### src/rtl/rs_berlekamp_sched.sv
// rtl/rs_berlekamp_sched.sv - round-robin scheduler sharing one Berlekamp engine among syndrome requesters
// Optional engine watchdog: define RS_BERLEKAMP_SCHED_WDOG_EN.
module rs_berlekamp_sched #(
    parameter int check = 30,
    parameter int m     = 8,
    parameter int NREQ  = 4,
    parameter int PTR_W = 1
) (
    input  logic                      iclk,
    input  logic                      ireset,
    input  logic                      iclkena,
    input  logic [NREQ-1:0]           ireq_val,
    input  logic [NREQ*PTR_W-1:0]     ireq_ptr,
    input  logic [NREQ*check*m-1:0]   ireq_syndrome,
    output logic [NREQ-1:0]           oreq_ack,
    output logic                      oeng_syndrome_val,
    output logic [PTR_W-1:0]          oeng_syndrome_ptr,
    output logic [check*m-1:0]        oeng_syndrome,
    input  logic                      ieng_done,
    output logic                      oresp_val,
    output logic [$clog2(NREQ)-1:0]   oresp_id,
    output logic                      owdog_err
);

    localparam int ID_W   = $clog2(NREQ);
    localparam int SYN_W  = check * m;
    localparam int WCNT_W = $clog2(3 * check + 8);
    localparam logic [WCNT_W-1:0] WCNT_MAX = '1;

    typedef enum logic [1:0] {IDLE, LAUNCH, BUSY, DONE} state_t;

    state_t            state;
    logic [ID_W-1:0]   last_id;
    logic [ID_W-1:0]   own_id;
    logic [ID_W-1:0]   win_id;
    logic [WCNT_W-1:0] wcnt;
    logic              wdog_hit;

    // Scan from the farthest offset down so the nearest requester after last wins.
    function automatic logic [ID_W-1:0] rr_pick(input logic [NREQ-1:0] req,
                                                input logic [ID_W-1:0] last);
        logic [ID_W-1:0] pick;
        logic [ID_W-1:0] cand;
        pick = last;
        for (int i = NREQ; i >= 1; i--) begin
            cand = ID_W'((int'(last) + i) % NREQ);
            if (req[cand])
                pick = cand;
        end
        return pick;
    endfunction

    always_comb win_id = rr_pick(ireq_val, last_id);

`ifdef RS_BERLEKAMP_SCHED_WDOG_EN
    localparam logic [WCNT_W-1:0] WDOG_LIM = WCNT_W'(3 * check + 4);

    assign wdog_hit = (state == BUSY) && !ieng_done && (wcnt >= WDOG_LIM);

    always_ff @(posedge iclk) begin
        if (ireset)
            owdog_err <= 1'b0;
        else if (iclkena && wdog_hit)
            owdog_err <= 1'b1;
    end
`else
    assign wdog_hit  = 1'b0;
    assign owdog_err = 1'b0;
`endif

    always_ff @(posedge iclk) begin
        if (ireset) begin
            state             <= IDLE;
            last_id           <= ID_W'(NREQ - 1);
            own_id            <= '0;
            wcnt              <= '0;
            oreq_ack          <= '0;
            oeng_syndrome_val <= 1'b0;
            oeng_syndrome     <= '0;
            oeng_syndrome_ptr <= '0;
            oresp_val         <= 1'b0;
            oresp_id          <= '0;
        end else if (iclkena) begin
            oreq_ack          <= '0;
            oeng_syndrome_val <= 1'b0;
            oresp_val         <= 1'b0;
            case (state)
                IDLE: begin
                    if (|ireq_val) begin
                        own_id            <= win_id;
                        oeng_syndrome_ptr <= ireq_ptr[win_id*PTR_W +: PTR_W];
                        oeng_syndrome     <= ireq_syndrome[win_id*SYN_W +: SYN_W];
                        oreq_ack          <= NREQ'(1) << win_id;
                        oeng_syndrome_val <= 1'b1;
                        state             <= LAUNCH;
                    end
                end
                LAUNCH: begin
                    wcnt    <= '0;
                    last_id <= own_id;
                    state   <= BUSY;
                end
                BUSY: begin
                    if (ieng_done || wdog_hit) begin
                        oresp_val <= 1'b1;
                        oresp_id  <= own_id;
                        state     <= DONE;
                    end else if (wcnt != WCNT_MAX) begin
                        wcnt <= wcnt + 1'b1;
                    end
                end
                DONE: state <= IDLE;
                default: state <= IDLE;
            endcase
        end
    end

endmodule

### config.mk
export PLATFORM = sky130hd
export DESIGN_NAME = rs_berlekamp_sched
export DESIGN_NICKNAME = d
export VERILOG_FILES = /design/src/rtl/rs_berlekamp_sched.sv
export SDC_FILE = /design/constraint.sdc
export NUM_CORES = 1
export LEC_CHECK = 0
export BUFFER_PORTS_ARGS = -buffer_cell sky130_fd_sc_hd__buf_2
export CAP_MARGIN = 10
export CORE_AREA = 2 2 474 476
export CTS_BUF_LIST = sky130_fd_sc_hd__clkbuf_8
export DETAILED_ROUTE_END_ITERATION = 8
export DIE_AREA = 0 0 476 478
export GPL_ROUTABILITY_DRIVEN = 0
export SLEW_MARGIN = 20
export SYNTH_ARGS = -nofsm -noshare
export SYNTH_HDL_FRONTEND = slang
export SYNTH_SLANG_ARGS = --single-unit
export TNS_END_PERCENT = 5
### constraint.sdc
create_clock -name iclk -period 2.27 [get_ports iclk]
set_input_delay 0.681 -clock iclk [delete_from_list [all_inputs] [get_ports iclk]]
set_output_delay 0.681 -clock iclk [all_outputs]
set_load 0.03 [all_outputs]
# Word level (Yosys, flattened, before mapping)
# Index checks and enable logic that the tools add are counted.
# word_totals
reg_bits,255
output_inout_bits,250
# classes
n_addsub,4
mul,1
magnitude_cmp,4
n_eq_ne,5
shift,3
mux,21
reduce_logical,6
# ops
operator,n
960-bit by 11-bit indexed part select with 240-bit output,1
"2-bit by 3-bit less-than comparator with 1-bit output, second input constant",4
2-bit 2-to-1 mux,6
3-bit AND reduction,3
1-bit binary-select mux with 2-bit select,4
1-bit 2-to-1 mux,8
4-bit 2-to-1 mux,2
2-bit one-hot mux with 4 select lines,1
"2-bit by 4-bit multiplier with 6-bit output, second input constant",1
"2-bit by 1-bit adder with 2-bit output, second input constant",2
"2-bit adder, second input constant",2
"2-bit == test, second input constant",2
"2-bit != test, second input constant",2
4-bit OR reduction,1
4-bit by 3-bit indexed part select with 1-bit output,1
"1-bit by 2-bit left shift with 4-bit output, first input constant",1
"2-bit by 1-bit == test with 1-bit output, second input constant",1
2-bit zero test,1
2-bit AND reduction,1

# Longest topological paths before layout
# depth
ltp_word,10
mapped_depth,9

# Worst setup path before layout
# No wires, ideal clock.
# synth_timing
kind,input port to flip-flop
startpoint,in ireq_val[2]
endpoint,reg oeng_syndrome[123]
setup_time_ps,131
t_arrival_ps,2103
required_ps,2139
path_slack_ps,36
path_stages,7
n_path_buf,3
path_cell_list,or4_4 and3_1 buf_2 buf_2 buf_1 o21bai_1 a221oi_2
# synth_via
elab_chain_len,8
elab_cells_between_ends,16
cone_classes,mul: 1; shift: 1; mux: 12; reduce/logical: 2
# synth_lines
element,line,text
"start, declared",12,"input logic [NREQ-1:0] ireq_val,"
1-bit binary-select mux with 2-bit select,47,if (req[cand])
1-bit 2-to-1 mux (not written as such),47,
2-bit 2-to-1 mux (4 in series),47,
2-bit by 4-bit multiplier with 6-bit output,92,oeng_syndrome <= ireq_syndrome[win_id*SYN_W +: SYN_W];
960-bit by 11-bit indexed part select with 240-bit output,92,
"end signal, assigned",92,
"end, declared",18,"output logic [check*m-1:0] oeng_syndrome,"
# Several ways; a longest one is shown, not always the timed one. The select of a mux whose other input is x is not followed.
# A chain may end at the register's enable or synchronous reset.

# Final worst setup path
# layout_timing
startpoint,reg oeng_syndrome[57]
endpoint,out oeng_syndrome[57]
# No word-level cell between the ends.

==> flow_summary_export.csv <==
group,metric,value,unit
placed_design,io_buffers,1220,
clock_tree,cts_buffers,61,
detailed_routing,wl,174000,µm
clock_tree,cts.sinks,255,
finish,mostFrequentLayoutCell,"buf_2",
power_and_ir_drop,pwr_density_cell,716,nW/µm²
detailed_routing,route.detailed.drc,0,
sta,finalHoldViolations,0,
synth,synthCells,1444,
clock_tree,cts_hold_buffers,0,
finish,final_area,30100,µm²
placed_design,hpwl,154000,µm
sta,min_period_over_period,97.0,%
setup_path,path_cells,"buf_2",
power_and_ir_drop,pwr-share-comb,43.2,%
synth,synth_nets,2419,
die,die_y,478,µm
sta,rsz0062_at_grt,"no",
die,initial_core_util,7.21,%
power_and_ir_drop,p_seq_share,25.2,%
sta,fin_hold_ws,0.204,ns
setup_path,cp-start-kind,"flop",
global_route,grt_pass1_vias,20500,
global_route,grt.overflow.total,0,
hold_path,hold_start,"ireq_syndrome[127]",
setup_path,cp_max_fo,2,
detailed_routing,vias,20300,
die,dieArea,228000,µm²
setup_path,r2r_start,"last_id[0]",
finish,drive_above_1_share,62.2,%
synth,syn_avg_cell_area,11.1,µm²
global_route,grt_pass1_wl,211000,µm
global_route,grt_start_max_net_pins,64,
power_and_ir_drop,swShare,41.5,%
setup_path,path_buf_inv,1,
power_and_ir_drop,p_int,12.6,mW
clock_tree,cts_buffer_depth,3,
global_route,grt_usage,14.4,%
die,fp.coreArea,223000,µm²
detailed_routing,first_pass_iters,5,
sta,setup_violations,0,
die,rows,174,
sta,period_needed,2.20,ns
setup_path,worst-r2r-setup-slack,0.07,ns
setup_path,critPathKind,"flop to output pin",
sta,finClkSkew,0.0623,ns
flow_run,drv_cap,0,
power_and_ir_drop,p_leak,14.8,nW
finish,area_growth,87.1,%
setup_path,reg2reg_to,"oeng_syndrome[163]",
setup_path,cp_top_family,"flip-flops",
die,die_width,476,µm
sta,drv_slew,0,
setup_path,crit_required,1.59,ns
synth,syn-cell-area,16100,µm²
clock_tree,cts.clk_slew.worst_paths,0.08,ns
sta,worst_pin_slew,0.601,ns
synth,ys_types,31,
clock_tree,clock_latency,0.85,ns
detailed_routing,wl_per_cell,29.0,µm
synth,yosysWarnings,0,
setup_path,critPathCaptureType,"output pin",
power_and_ir_drop,power_switching,8.94,mW
hold_path,hold_depth,3,
clock_tree,cts_tree,"yes",
power_and_ir_drop,irDropWorstVdd,0.414,mV
detailed_routing,initialDrtViolationCount,1336,
clock_tree,htree_levels,2,
placed_design,place_area,27900,µm²
finish,fin_nets,3841,
power_and_ir_drop,clkPwrFrac,31.6,%
global_route,antenna_found_initial,210,
sta,fmax,0.454,GHz
setup_path,arrival,1.52,ns
power_and_ir_drop,power,21.6,mW
die,pin_count,1222,
hold_path,hold_path_end,"oeng_syndrome[127]",
finish,final_cell_mix,"1154 x buf_2, 459 x mux2i_1, 297 x buf_4",
synth,ys_seq_area_share,31.7,%
detailed_routing,ant_nets,0,
run_status,outcome,"finished clean",
setup_path,cp_slowest_cell,"dfxtp_1",
synth,ys_seq_elements,255,
sta,slew_headroom,58.8,%
clock_tree,root_buffer,"clkbuf_8",
setup_path,critPathMaxStageDelay,0.45,ns
hold_path,hp-class,"input port to flop",
setup_path,worstRegToRegCells,9,
finish,fillers,25400,
detailed_routing,vias_per_cell,3.39,
==> cells in the mapped netlist <==
master      n  share of area [%]
a211o_1     2               0.11
a211oi_1    1              0.047
a21oi_1     6               0.19
a221oi_1   84                4.6
a221oi_2  157                 15
a311oi_1    1              0.054
and3_1      4               0.16
buf_1      14               0.33
buf_2      68                2.1
buf_4       6               0.28
buf_6      19                1.3
clkbuf_1   57                1.3
conb_1      1              0.023
dfxtp_1   255                 32
ha_1        3               0.23
inv_1       4              0.093
mux2i_1   485                 30
nand2_1     2              0.047
nand2b_1    4               0.16
nand3_1     2              0.062
nor2_1     12               0.28
nor2b_1     6               0.23
nor3_1      2              0.062
nor3_2      1              0.062
o211a_1     1              0.062
o21a_1      2              0.093
o21ai_0     1              0.031
o21ba_2     1              0.062
o21bai_1  241                 11
o221a_2     1              0.070
or4_4       1              0.070
==> flip-flops by register name, indices dropped and copies added (netlist names), 2 cells and up <==
signal and flops:
oeng_syndrome 240, oreq_ack 4, last_id 2, oresp_id 2, own_id 2, state 2
==> routing by layer <==
layer | track usage, % | vias up | routed length, µm
met1 | 15.2 | 9535 | 62200
met4 | 6.20 | 104 | 8560
met3 | 8.55 | 492 | 25500
li1 | - | 8729 | -
met5 | 0 | - | 705
met2 | 23.2 | 1461 | 76700
==> logic make-up after synthesis <==
group	after synthesis	synth area share (%)
DFF	255	31.7
muxes	485	30.2
other	1	0.0233
and+or+nand+nor	34	1.13
adders and majority gates	3	0.233
buffers and inverters	168	5.48
AOI/OAI and AO/OA	498	31.2
==> worst max path at each step <==
stage	start	end	slack [ns]	cells past startpoint
2_1_floorplan	ireq_val[2]	oeng_syndrome[123]	0.04	7
3_3_place_gp	ireq_val[1]	oeng_syndrome[73]	-0.83	9
3_5_place_dp	ireq_val[1]	oeng_syndrome[239]	-0.76	9
4_1_cts	oeng_syndrome[174]	oeng_syndrome[174]	-0.03	1
5_1_grt	last_id[0]	oeng_syndrome[175]	0.003	9
6_report	oeng_syndrome[57]	oeng_syndrome[57]	0.07	1
==> repair_timing <==
item / 4_1_cts / 5_1_grt
pin swaps: 0 / 2
buffers inserted: 0 / 1
setup endpoints to repair: 278 / 79
gates resized for setup: 134 / 11
cloned: 1 / 0
==> through the flow <==
| stage | cells | TNS [ns] | util, % | setup WS, ns |
|---|---|---|---|---|
| finish | 5990 | 0 | 13.5 | 0.0672 |
| global route | 5952 | 0 | 13.4 | 0.00269 |
| CTS | 5902 | -0.0900 | 13.4 | -0.0313 |
| detailed placement | 5793 | -122.18 | 12.5 | -0.758 |
| global placement | 5793 | -133.90 | 12.5 | -0.834 |
| floorplan | 1444 | 0 | - | 0.0359 |
==> final cells by class <==
type | instances | area [µm²] | share of cell area [%]
clock inverter | 38 | 437 | 1.45
multi-input combinational | 1021 | 10300 | 34.4
antenna | 87 | 218 | 0.724
tap | 2992 | 3740 | 12.4
timing repair buffer | 1523 | 9260 | 30.8
sequential | 255 | 5120 | 17.0
inverter | 4 | 15.0 | 0.0499
clock buffer | 70 | 963 | 3.20
==> power groups by stage <==
stage | Sequential (mW) | Clock (mW) | Combinational, mW
floorplan | 6.55 | 0 | 3.25
global placement | 5.48 | 0 | 9.11
global route | 5.49 | 7.20 | 9.85
detailed placement | 5.49 | 0 | 9.20
finish | 5.44 | 6.81 | 9.30
CTS | 5.44 | 7.13 | 9.48
(Power assumes the default switching activity.)
